$ cat src/rtl/updi_output_handler.sv
// UPDI transmit handler: moves n_bytes from a source FIFO into the UART TX FIFO
// (optionally SYNCH-prefixed), consuming and verifying each echoed byte with a per-byte timeout.
module updi_output_handler #(
  parameter int         BITS_N       = 6,
  parameter int         TIMEOUT_CLKS = 1000,
  parameter logic [7:0] SYNCH_BYTE   = 8'h55
) (
  input  logic              clk,
  input  logic              rst_n,
  input  logic              start,
  input  logic              send_synch,
  input  logic [BITS_N-1:0] n_bytes,
  output logic              ready,
  output logic              done,
  output logic              timeout,
  output logic              echo_error,
  input  logic [7:0]        src_fifo_data,
  input  logic              src_fifo_empty,
  output logic              src_fifo_rd_en,
  output logic [7:0]        tx_fifo_data,
  input  logic              tx_fifo_full,
  output logic              tx_fifo_wr_en,
  input  logic [7:0]        rx_fifo_data,
  input  logic              rx_fifo_empty,
  output logic              rx_fifo_rd_en
);

  localparam int              TO_W    = $clog2(TIMEOUT_CLKS);
  localparam logic [TO_W-1:0] TO_LAST = TO_W'(TIMEOUT_CLKS - 1);

  typedef enum logic [2:0] {
    S_IDLE,
    S_SRC_READ,
    S_TX_WRITE,
    S_ECHO_WAIT,
    S_DONE
  } state_t;

  state_t            state, state_nxt;
  logic [7:0]        byte_reg, byte_nxt;
  logic [BITS_N-1:0] count, count_nxt;
  logic [TO_W-1:0]   to_cnt, to_nxt;
  // Marks that byte_reg holds the SYNCH prefix, which is not part of the payload count.
  logic              synch, synch_nxt;

  // NOTE: sequential state uses non-blocking assignments so every register
  // samples the pre-edge values, independent of process evaluation order.
  always_ff @(posedge clk or negedge rst_n) begin
    if (!rst_n) begin
      state    <= S_IDLE;
      byte_reg <= '0;
      count    <= '0;
      to_cnt   <= '0;
      synch    <= 1'b0;
    end else begin
      state    <= state_nxt;
      byte_reg <= byte_nxt;
      count    <= count_nxt;
      to_cnt   <= to_nxt;
      synch    <= synch_nxt;
    end
  end

  // NOTE: every signal written here gets a default first, so no path can
  // leave one unassigned and infer a latch.
  always_comb begin
    state_nxt      = state;
    byte_nxt       = byte_reg;
    count_nxt      = count;
    to_nxt         = to_cnt;
    synch_nxt      = synch;
    ready          = 1'b0;
    done           = 1'b0;
    timeout        = 1'b0;
    echo_error     = 1'b0;
    src_fifo_rd_en = 1'b0;
    tx_fifo_data   = 8'h00;
    tx_fifo_wr_en  = 1'b0;
    rx_fifo_rd_en  = 1'b0;

    case (state)
      S_IDLE: begin
        ready = 1'b1;
        if (start) begin
          if (send_synch) begin
            byte_nxt  = SYNCH_BYTE;
            count_nxt = n_bytes;
            synch_nxt = 1'b1;
            state_nxt = S_TX_WRITE;
          end else if (n_bytes != '0) begin
            count_nxt = n_bytes;
            synch_nxt = 1'b0;
            state_nxt = S_SRC_READ;
          end else begin
            state_nxt = S_DONE;
          end
        end
      end

      S_SRC_READ: begin
        if (!src_fifo_empty) begin
          src_fifo_rd_en = 1'b1;
          byte_nxt       = src_fifo_data;
          synch_nxt      = 1'b0;
          state_nxt      = S_TX_WRITE;
        end
      end

      S_TX_WRITE: begin
        tx_fifo_data = byte_reg;
        if (!tx_fifo_full) begin
          tx_fifo_wr_en = 1'b1;
          to_nxt        = '0;
          state_nxt     = S_ECHO_WAIT;
        end
      end

      S_ECHO_WAIT: begin
        // An echo present in the last timeout cycle is still accepted.
        if (!rx_fifo_empty) begin
          rx_fifo_rd_en = 1'b1;
          if (rx_fifo_data != byte_reg) begin
            echo_error = 1'b1;
            state_nxt  = S_IDLE;
          end else if (synch) begin
            synch_nxt = 1'b0;
            state_nxt = (count == '0) ? S_DONE : S_SRC_READ;
          end else begin
            count_nxt = count - 1'b1;
            state_nxt = (count == BITS_N'(1)) ? S_DONE : S_SRC_READ;
          end
        end else begin
          to_nxt = to_cnt + 1'b1;
          if (to_cnt == TO_LAST) begin
            timeout   = 1'b1;
            state_nxt = S_IDLE;
          end
        end
      end

      S_DONE: begin
        done      = 1'b1;
        state_nxt = S_IDLE;
      end

      default: state_nxt = S_IDLE;
    endcase
  end

endmodule

$ cat config.mk
export PLATFORM = sky130hd
export DESIGN_NAME = updi_output_handler
export DESIGN_NICKNAME = d
export VERILOG_FILES = /design/src/rtl/updi_output_handler.sv
export SDC_FILE = /design/constraint.sdc
export NUM_CORES = 1
export LEC_CHECK = 0
export BUFFER_PORTS_ARGS = -buffer_cell sky130_fd_sc_hd__buf_4
export CELL_PAD_IN_SITES_DETAIL_PLACEMENT = 0
export CELL_PAD_IN_SITES_GLOBAL_PLACEMENT = 1
export CORE_UTILIZATION = 42
export CTS_CLUSTER_SIZE = 24
export DETAILED_ROUTE_END_ITERATION = 6
export PLACE_DENSITY_LB_ADDON = 0.15
export SLEW_MARGIN = 25
export SYNTH_ARGS = -nofsm -noshare
export SYNTH_HDL_FRONTEND = slang
export SYNTH_SLANG_ARGS = --single-unit
$ cat constraint.sdc
create_clock -name clk -period 3 [get_ports clk]
set_input_delay 0.3 -clock clk [delete_from_list [all_inputs] [get_ports clk]]
set_output_delay 0.3 -clock clk [all_outputs]
set_load 0.1 [all_outputs]
==> metrics.txt <==
cell leakage power roughly 1 nW; combinational power share 55.9%; CP Launch Type flip-flop; synthesis-stage register bit count 28; Die H 68.0 um; Async SR Flop Fraction 100%; WS Path Type reg -> out; largest net degree at the start of global routing 29; Synth top cells by count nor2_1, dfrtp_1, nand2_1, o21ai_0, xor2_1; Ports 44; design area 2270 um2; cell count after synthesis 209; CP max FO 16; Switching Fraction ~52%; post-synthesis sequential area ratio 38.3%; Core Rows 23; Max Clock Freq 404 MHz; GRT Util Overall between 20% and 30%; setup_tns 0 ns; ANT cells 0; port bufs 43; initial DRC count 103; Reg power frac a little under a third; Overflow after GRT 0; Die X 68.0 um; run status complete, no violations; DRT antenna net count 0; top post-synthesis cells by area dfrtp_1, nor2_1, xor2_1; vias 1609; post-synth cell types 47; PD cells 959 nW/um2; final hold viol count 0; clock-pin slew on the worst setup and hold paths 0.10 ns; pre-CTS WS 0.863 ns; Slowest-stage cell, CP dfrtp_1; placed cells 296; setup bufs post-CTS 0; share of the synthesized area in the top cell type 38.3%; post-cts sizing count 0; P_sw 1.13 mW; clock network fraction of total power 13.7%; # nets final around 280; Layout Utilization between 50% and 60%; final wirelength 4.26 mm; Yosys top cell by area dfrtp_1; worst clock skew 0.00888 ns; CP Data Required Time roughly 2.7 ns; Max-Cap Viols 0; core area 4090 um2; Sink Count 28; Initial Util approximately 45%; CTS max path bufs 2; final setup violating endpoints 0; Top FF cell, synth dfrtp_1; slowest stage delay, CP 0.69 ns; CTS tree yes; Synthesized Nets 241; drt pass-1 iters 4; Mean Syn Cell Area 8.75 um2; hold buffer count at CTS 1; Hold WC Path Type in -> reg; RSZ-0062 raised after global routing no; Yosys warnings 0; Final WS setup 0.523 ns; Synth Cell Area 1830 um2; Tcrit/Tclk final slightly above 80%; Post-synth EDFFs 0; DR WL/cell 14.2 um; post-DP HPWL 3.28 mm; CTS root buffer clkbuf_8; CP Cell Sequence nand3b_1 -> nor2_1 -> buf_4; Slew HR approximately 59%; Int Power 1.05 mW; first-pass GRT wire length around 7 mm; DP Area between 2000 and 2500 um2; CTS H-tree depth 1; Area growth syn-to-layout 24.3%; max reg flops 10; Pins Over Slew Limit 0; share of cells above drive strength 1 25.1%; routability cong. 0.797; final std cells w/o fill 301; vias in the first global route roughly 1500; VDD IR-drop max 406 uV; worst-skew pair later-pin latency 0.28 ns; Crit path arrival time 2.18 ns; minimum clock period 2.48 ns; most common cell in the netlist nor2_1; crit end category output pin; Num CTS Buffers 3; initial antenna violation count 0; DR vias/cell 5.35; Worst-Margin Slew 0.616 ns; drt drc 0; die area 4620 um2
## path summary, 6_finish.rpt
path / slack [ns] / cells after the start / from / end
max in group asynchronous: 2.26 / 2 / rst_n / to_cnt[5]$_DFFE_PN0P_
worst max register to register: 0.86 / 5 / state[1]$_DFFE_PN0P_ / to_cnt[4]$_DFFE_PN0P_
worst max-delay path: 0.52 / 3 / state[1]$_DFFE_PN0P_ / rx_fifo_rd_en
min in group asynchronous: 0.46 / 2 / rst_n / byte_reg[7]$_DFFE_PN0P_
worst min-delay path: 0.26 / 3 / src_fifo_data[3] / byte_reg[3]$_DFFE_PN0P_
worst min register to register: 0.53 / 2 / byte_reg[3]$_DFFE_PN0P_ / byte_reg[3]$_DFFE_PN0P_
## power by group through the flow
| stage | clock network (mW) | logic (mW) | registers [mW] |
|---|---|---|---|
| finish | 0.299 | 1.22 | 0.662 |
| global route | 0.324 | 1.31 | 0.687 |
| CTS | 0.309 | 1.22 | 0.662 |
| detailed placement | 0 | 1.22 | 0.671 |
| global placement | 0 | 1.22 | 0.665 |
| floorplan | 0 | 1.03 | 0.591 |
## cells in the final DEF, fill, tap and decap left out, drive strengths merged, types with 2 or more instances in the layout
cell type / Yosys / layout
buf: 4 / 44
nor2: 33 / 33
dfrtp: 28 / 28
nand2: 26 / 26
o21ai: 13 / 13
xor2: 12 / 12
and2: 11 / 11
a21oi: 7 / 7
inv: 7 / 7
nor3: 6 / 6
nand3: 5 / 5
xnor2: 4 / 4
a31oi: 4 / 4
o221ai: 4 / 4
o2bb2ai: 4 / 4
nor3b: 4 / 4
nor4: 3 / 3
ha: 3 / 3
clkbuf: 3 / 3
mux2i: 2 / 2
o211ai: 2 / 2
and3: 2 / 2
o21bai: 2 / 2
a211oi: 2 / 2
nand4: 2 / 2
and4: 2 / 2
nand4b: 2 / 2
nand2b: 2 / 2
## worst max-delay path, delay by kind of cell (launching register included)
family	cells	cell delay (ns)
flip-flops	1	0.69
buffers and inverters	1	0.34
AND/OR/NAND/NOR	2	0.88
## routing by layer
layer  part of all wire [%]  vias to the layer above  track usage (%)  wire length, um
met5                      0                        -                0                0
met1                     48                      748             27.7             2040
met3                    5.1                        2             4.17              217
met2                     46                       36             32.6             1980
met4                   0.59                        0             4.69               25
li1                       -                      823                -                -
## layout make-up
type                       count  area (um2)
sequential                    28         701
multi-input combinational    167        1070
fill                         389        1810
timing repair buffer          45         340
inverter                       7        26.3
clock inverter                 1        30.0
clock buffer                   3        41.3
tap                           50        62.6
## logic make-up after synthesis
kind of cell | count (synthesis) | synth area share (%)
adders and majority gates | 3 | 2.05
and+or+nand+nor | 102 | 29.6
xor gates and xnor gates | 16 | 7.67
buffers and inverters | 14 | 3.63
muxes | 2 | 1.10
AOI/OAI and AO/OA | 44 | 17.6
DFF | 28 | 38.3
## stage by stage
step                total power [mW]  hold slack (ns)
finish                          2.18            0.258
global route                    2.33            0.257
CTS                             2.20            0.262
detailed placement              1.89            0.242
global placement                1.88            0.243
floorplan                       1.62          0.00441
Power figures use the tool's default switching activity.
